## config.mk

```make
export PLATFORM = sky130hd
export DESIGN_NAME = ac_motor_dead_time
export DESIGN_NICKNAME = d
export VERILOG_FILES = /design/src/rtl/ac_motor_pkg.sv /design/src/rtl/ac_motor_dead_time_phase.sv /design/src/rtl/ac_motor_dead_time.sv
export SDC_FILE = /design/constraint.sdc
export NUM_CORES = 1
export LEC_CHECK = 0
export ABC_CLOCK_PERIOD_IN_PS = 2100
export BUFFER_PORTS_ARGS = -buffer_cell sky130_fd_sc_hd__buf_2
export CAP_MARGIN = 20
export CORE_ASPECT_RATIO = 0.75
export CORE_MARGIN = 2
export CORE_UTILIZATION = 60
export CTS_CLUSTER_SIZE = 40
export DETAILED_ROUTE_END_ITERATION = 10
export PLACE_DENSITY_LB_ADDON = 0.15
export SETUP_SLACK_MARGIN = 0.05
export SYNTH_ARGS = -nofsm -noshare
export SYNTH_HDL_FRONTEND = slang
export SYNTH_SLANG_ARGS = --single-unit
```

## constraint.sdc

```tcl
create_clock -name clk -period 2.1 [get_ports clk]
set_input_delay 0.315 -clock clk [delete_from_list [all_inputs] [get_ports clk]]
set_output_delay 0.315 -clock clk [all_outputs]
set_load 0.02 [all_outputs]
```

## src/rtl/ac_motor_pkg.sv

```systemverilog
// Shared types and default constants for the AC motor gate-drive stage.
// Holds the per-phase state encoding and the default dead-time configuration.
package ac_motor_pkg;

  localparam int DEAD_CYCLES_DEFAULT = 50;
  localparam int CNT_W_DEFAULT       = 12;

  typedef enum logic [1:0] {
    PH_OFF,
    PH_DEAD,
    PH_HIGH,
    PH_LOW
  } phase_state_e;

endpackage

```

## src/rtl/ac_motor_dead_time_phase.sv

```systemverilog
// One phase leg: OFF/DEAD/HIGH/LOW state machine with its dead-time counter.
// Gate outputs are registered alongside the state, so no input reaches them combinationally.
module ac_motor_dead_time_phase
  import ac_motor_pkg::*;
#(
  parameter int DEAD_CYCLES = DEAD_CYCLES_DEFAULT,
  parameter int CNT_W       = CNT_W_DEFAULT
) (
  input  logic clk,
  input  logic rst,
  input  logic cmd,
  input  logic run,
  output logic gate_h,
  output logic gate_l,
  output logic in_dead
);

  localparam logic [CNT_W-1:0] CNT_LAST = CNT_W'(DEAD_CYCLES - 1);

  phase_state_e           state;
  logic [CNT_W-1:0]       cnt;

  // NOTE: all state and output registers use non-blocking assignments so every
  // flop samples pre-edge values; blocking here would create order-dependent logic.
  always_ff @(posedge clk) begin
    if (rst || !run) begin
      // Shutdown is immediate: no dead time is needed to turn both gates off.
      state   <= PH_OFF;
      cnt     <= '0;
      gate_h  <= 1'b0;
      gate_l  <= 1'b0;
      in_dead <= 1'b0;
    end else begin
      case (state)
        PH_OFF: begin
          state   <= PH_DEAD;
          cnt     <= '0;
          in_dead <= 1'b1;
        end
        PH_DEAD: begin
          if (cnt == CNT_LAST) begin
            // Only the command present at exit decides which gate conducts.
            state   <= cmd ? PH_HIGH : PH_LOW;
            cnt     <= '0;
            gate_h  <= cmd;
            gate_l  <= ~cmd;
            in_dead <= 1'b0;
          end else begin
            cnt <= cnt + CNT_W'(1);
          end
        end
        PH_HIGH: begin
          if (!cmd) begin
            state   <= PH_DEAD;
            cnt     <= '0;
            gate_h  <= 1'b0;
            in_dead <= 1'b1;
          end
        end
        PH_LOW: begin
          if (cmd) begin
            state   <= PH_DEAD;
            cnt     <= '0;
            gate_l  <= 1'b0;
            in_dead <= 1'b1;
          end
        end
        default: begin
          state   <= PH_OFF;
          cnt     <= '0;
          gate_h  <= 1'b0;
          gate_l  <= 1'b0;
          in_dead <= 1'b0;
        end
      endcase
    end
  end

endmodule

```

## src/rtl/ac_motor_dead_time.sv

```systemverilog
// Three-phase gate driver with dead-time insertion, bridge enable and sticky fault latch.
// A fault blocks all phases from the same edge it is seen until the next reset.
module ac_motor_dead_time
  import ac_motor_pkg::*;
#(
  parameter int DEAD_CYCLES = DEAD_CYCLES_DEFAULT,
  parameter int CNT_W       = CNT_W_DEFAULT
) (
  input  logic       clk,
  input  logic       rst,
  input  logic       en,
  input  logic       fault,
  input  logic       s1,
  input  logic       s2,
  input  logic       s3,
  output logic [2:0] gate_h,
  output logic [2:0] gate_l,
  output logic [2:0] in_dead,
  output logic       fault_latched
);

  logic [2:0] cmd;
  logic       run;

  assign cmd = {s3, s2, s1};
  // The raw fault is included so shutdown happens on the same edge the fault is seen.
  assign run = en & ~fault & ~fault_latched;

  always_ff @(posedge clk) begin
    if (rst) begin
      fault_latched <= 1'b0;
    end else if (fault) begin
      fault_latched <= 1'b1;
    end
  end

  for (genvar i = 0; i < 3; i++) begin : g_phase
    ac_motor_dead_time_phase #(
      .DEAD_CYCLES(DEAD_CYCLES),
      .CNT_W      (CNT_W)
    ) u_phase (
      .clk    (clk),
      .rst    (rst),
      .cmd    (cmd[i]),
      .run    (run),
      .gate_h (gate_h[i]),
      .gate_l (gate_l[i]),
      .in_dead(in_dead[i])
    );
  end

endmodule

```

Word level (Yosys, flattened, before mapping)
Index checks and enable logic that the tools add are counted.
- bits in registers: 52
- latch bits: 0
- bits in writable memories: 0
- bits in read-only memories: 0
- input port bits: 7
- output and inout bits: 10
- logic and storage cells: 127
- memories: 0
- add/subtract/negate cells: 3
- multipliers: 0
- div/mod/pow operators: 0
- $lt $le $gt $ge: 0
- equal/unequal tests: 21
- shift operators: 0
- muxes and demuxes: 57
- bitwise gates (word level): 7
- reductions and logical operators: 23
- operators with widths (cell ; count):
    12-bit case mux with 4 select lines ; 3
    12-bit 2-to-1 mux ; 9
    12-bit by 1-bit adder with 12-bit output, second input constant ; 3
    12-bit by 6-bit == test with 1-bit output, second input constant ; 3
    3-bit AND reduction ; 9
    1-bit 2-to-1 mux ; 24
    2-bit case mux with 4 select lines ; 3
    2-bit 2-to-1 mux ; 9
    2-bit == test, second input constant ; 6
    2-bit != test, second input constant ; 6
    1-bit case mux with 2 select lines ; 6
    1-bit case mux with 4 select lines ; 3
    2-bit nonzero test ; 6
    2-bit by 1-bit == test with 1-bit output, second input constant ; 3
    2-bit logical NOT ; 3
    2-bit by 1-bit != test with 1-bit output, second input constant ; 3
    2-bit AND reduction ; 3
    1-bit inverter ; 5
    1-bit AND ; 2
    1-bit logical NOT ; 1
    1-bit logical OR ; 1

Logic depth before layout (Yosys ltp)
- word-level depth: 5
- gate-level depth with buffers: 6
- gate-level depth less buffers: 6

Modules after synthesis
A second synthesis with hierarchy kept.
- cells, all modules: 291
- area total of the unflattened synthesis: 2527.4 um^2
- modules (own cells, without submodules) (module ; instances ; cells an instance ; area each (um^2) ; sequential area each (um^2)):
    ac_motor_dead_time_phase ; 3 ; 96 ; 828.3 ; 340.3
    ac_motor_dead_time ; 1 ; 3 ; 42.5 ; 20.0

Least setup slack after synthesis
OpenSTA, ideal clock, no wires.
- path kind: register to register
- from: register g_phase[2].u_phase.cnt[1]
- to: register g_phase[2].u_phase.cnt[1]
- library setup time: 0.086 ns
- arrival time: 1.494 ns
- slack: 0.520 ns
- cell stages (with the launch flop): 7
- buffers on the path: 0
- period minus slack after synthesis: 1.580 ns
- cells stage by stage: dfxtp_1 inv_1 ha_1 and4b_1 a31oi_1 o21ai_2 a211oi_1
- cells in the longest elaborated chain, start to end: 3
- elaborated cells between the ends (all ways): 4
- classes of those cells: 1 x add/sub; 1 x eq/ne; 2 x mux
- ends and longest elaborated chain (item ; RTL line ; text):
    start, declared ; ac_motor_dead_time_phase.sv:21 ; logic [CNT_W-1:0] cnt;
    start signal, assigned ; ac_motor_dead_time_phase.sv:49 ; cnt <= cnt + CNT_W'(1);
    12-bit by 1-bit adder with 12-bit output or 12-bit by 6-bit == test with 1-bit output (tied branches) ; ac_motor_dead_time_phase.sv:49, ac_motor_dead_time_phase.sv:41 ;
    12-bit 2-to-1 mux (*) ; ac_motor_dead_time_phase.sv:41 ; if (cnt == CNT_LAST) begin
    12-bit case mux with 4 select lines (*) ; ac_motor_dead_time_phase.sv:34 ; case (state)
Every way passes the cells marked *; elsewhere a longest branch is shown, timed or not.
A chain may end at the register's enable or synchronous reset.

Worst setup path in the final report
Same ends and word-level chain as after synthesis.

==> impl_metrics.toml <==
[run_status]
outcome = "finished, final reports clean"

[floorplan]
die_h_um = 61.4
core_area_um2 = 4130
num_rows = 20
start_util = 0.639
io_pins = 17
die_area_um2 = 4950
die_x_um = 80.6

[synth]
synth-seq-cells = 52
async_reset_ff_frac = 0
synthCells = 306
synth_cell_types = 45
ys_seq_area_frac = 0.394
ys_warn_count = 0
avgSynthCellArea_um2 = 8.62
netlist_area_um2 = 2640
ys.flop_type = "dfxtp_1"
syn_nets = 319
synth_edf_count = 0

[global_routing]
grt_pass1_wl_um = 8310
grt-ovfl-total = 0
grt_pass1_vias = 1847
grt.total_usage = 0.214
antenna_found_initial = 0
grt_max_degree = 21

[route]
first_pass_iters = 4
first_iter_violations = 98
wl_met1_um = 2620
dr_wl_met2_um = 2000
wl_per_cell_um = 13.1
drc = 0
antenna_left = 0
wl_um = 4870
num_vias = 2158
vias_per_cell = 5.82
wl_met3_um = 204
dr.max_layer_used = "met4"

[setup_path]
worstPathCellList = "inv_1 > ha_1 > and4b_1 > a31oi_1 > o21ai_2 > a211oi_1"
critical_path.startpoint_type = "register"
timing.rr.start = "g_phase[2].u_phase.cnt[1]"
rrSetupSlack_ns = 0.30
slowest_stage = "a31oi_1"
cp_data_arrival_time_ns = 2.03
ff2ff_path_depth = 6
crit_buf_inv = 1
reg2reg_to = "g_phase[2].u_phase.cnt[1]"
slowest_delay_ns = 0.41
crit_type = "reg2reg"
critPathCaptureType = "register"
crit_path_max_fanout = 10
crit_family = "compound AO/OA/AOI/OAI gates"
required_ns = 2.32

[clock_tree]
clk_pin_slew_ns = 0.10
cts_setup_buffers = 0
clk_path_buf_depth = 2
hold_buffers = 0
cts_buffers = 5
cts_root_buffer = "clkbuf_8"
cts_tree = "yes"
worstSkewPairLatency_ns = 0.30
ctsHtreeMaxLevel = 2
post_cts_resized = 0
cts_sinks = 52

[sta]
fin_crit_ns = 1.80
slew_headroom = 0.594
timing.fmax_ghz = 0.554
post-route-period-util = 0.859
setup_viol = 0
setup-tns-final_ns = 0
finalHoldViolations = 0
hold_ws_ns = 0.217
clock_skew_ns = 0.0127
tightest_slew_ns = 0.607
slew_viol_final = 0
rsz0062_at_grt = "no"
setup_ws_ns = 0.296

[hold_path]
hp-start = "rst"
holdPathEnd = "fault_latched"
holdPathStages = 2
min_path_type = "in2reg"

[power]
p_sw_uw = 378
leakage_nw = 0.896
p_int_mw = 1.25
seq_power_share = 0.614
comb_power_share = 0.037
vdd_drop_max_v = 0.000439
powerDensity_nw_per_um2 = 581
switching_share = 0.233
clkPwrFrac = 0.350

[cells_and_area]
seq_area_um2 = 1040
fin_cells = 371
fillers = 349
multi_input_area_um2 = 1430
nets = 328
diodes = 0
layout_commonest_cell = "dfxtp_1"
drive_gt1_frac = 0.111
final_cell_mix = "52 x dfxtp_1, 29 x nor2_1, 25 x nand2_1"
syn2layout_area_growth_pct = 6.02

[place]
hpwl_um = 3600
place_congestion = 0.850
place_ws_ns = 0.337
dp_cells = 363
port_buffers = 16

[run]
max_cap_viol_count = 0
[cells in the mapped netlist, types with 4 or more instances]
cell | count | area, µm²
nor3_1 | 7 | 35.0
dfxtp_1 | 52 | 1040
nor2_1 | 29 | 109
ha_1 | 6 | 75.1
nand4_1 | 6 | 37.5
nand2b_1 | 5 | 31.3
clkbuf_1 | 6 | 22.5
a31oi_1 | 13 | 81.3
xnor2_1 | 23 | 201
buf_4 | 9 | 67.6
a221oi_1 | 4 | 35.0
nand3_1 | 12 | 60.1
nand3b_1 | 6 | 45.0
nor4_1 | 7 | 43.8
a21oi_1 | 18 | 90.1
nand2_1 | 25 | 93.8
a211oi_1 | 14 | 105
inv_1 | 19 | 71.3
[per-layer routing]
metal / vias up / GRT usage
met2: 46 / 0.321
li1: 1121 / -
met1: 985 / 0.311
met5: - / 0
met3: 6 / 0.0499
met4: 0 / 0.0581
[power groups by stage]
stage | Combinational (mW) | Sequential, mW | Clock, mW
2_1_floorplan | 0.0361 | 1.02 | 0
3_3_place_gp | 0.0575 | 1.02 | 0
3_5_place_dp | 0.0588 | 1.02 | 0
4_1_cts | 0.0592 | 0.997 | 0.587
5_1_grt | 0.0654 | 0.999 | 0.625
6_report | 0.0598 | 0.997 | 0.568
[cells by family (layout without fill, tap and decap cells)]
family / Yosys count / count (layout) / share of synthesized area
buffers and inverters: 35 / 45 / 0.0654
flip-flops: 52 / 52 / 0.395
AND/OR/NAND/NOR: 118 / 118 / 0.243
adder cells (fa/ha/maj): 6 / 6 / 0.0284
XOR/XNOR: 26 / 26 / 0.0891
AO/OA/AOI/OAI: 69 / 69 / 0.179
[flip-flops by register name, summed over array words and instances, names as in the netlist]
name,flops
fault_latched,1
g_phase.u_phase.gate_h,3
g_phase.u_phase.state,6
g_phase.u_phase.in_dead,3
g_phase.u_phase.gate_l,3
g_phase.u_phase.cnt,36
[worst max path at each step]
| stage | to | depth (start not counted) | startpoint | slack, ns |
|---|---|---|---|---|
| after floorplan | g_phase[2].u_phase.cnt[1] | 6 | g_phase[2].u_phase.cnt[1] | 0.52 |
| after global placement | g_phase[0].u_phase.cnt[1] | 6 | g_phase[0].u_phase.cnt[1] | 0.38 |
| after detailed placement | g_phase[2].u_phase.cnt[1] | 6 | g_phase[2].u_phase.cnt[1] | 0.34 |
| after CTS | g_phase[2].u_phase.cnt[1] | 6 | g_phase[2].u_phase.cnt[1] | 0.30 |
| after global routing | g_phase[2].u_phase.cnt[1] | 6 | g_phase[2].u_phase.cnt[1] | 0.14 |
| final | g_phase[2].u_phase.cnt[1] | 6 | g_phase[2].u_phase.cnt[1] | 0.30 |
[worst reg2reg max path: stages (launching register included)]
cell	delay, ns
dfxtp_1	0.40
inv_1	0.06
ha_1	0.16
and4b_1	0.22
a31oi_1	0.41
o21ai_2	0.23
a211oi_1	0.25
[final cells by class]
class | instances | share of cell area
inverter | 19 | 0.0255
sequential | 52 | 0.372
timing repair buffer | 18 | 0.0340
tap | 55 | 0.0246
clock inverter | 3 | 0.00760
clock buffer | 5 | 0.0246
multi-input combinational | 219 | 0.512
[metrics by stage]
step	utilization	power [mW]	cell area [µm²]
floorplan	-	1.06	2640
global route	0.678	1.69	2800
global placement	0.656	1.08	2710
CTS	0.678	1.64	2800
finish	0.678	1.63	2800
detailed placement	0.656	1.08	2710
Note: power is estimated with default switching activity, not from simulation.
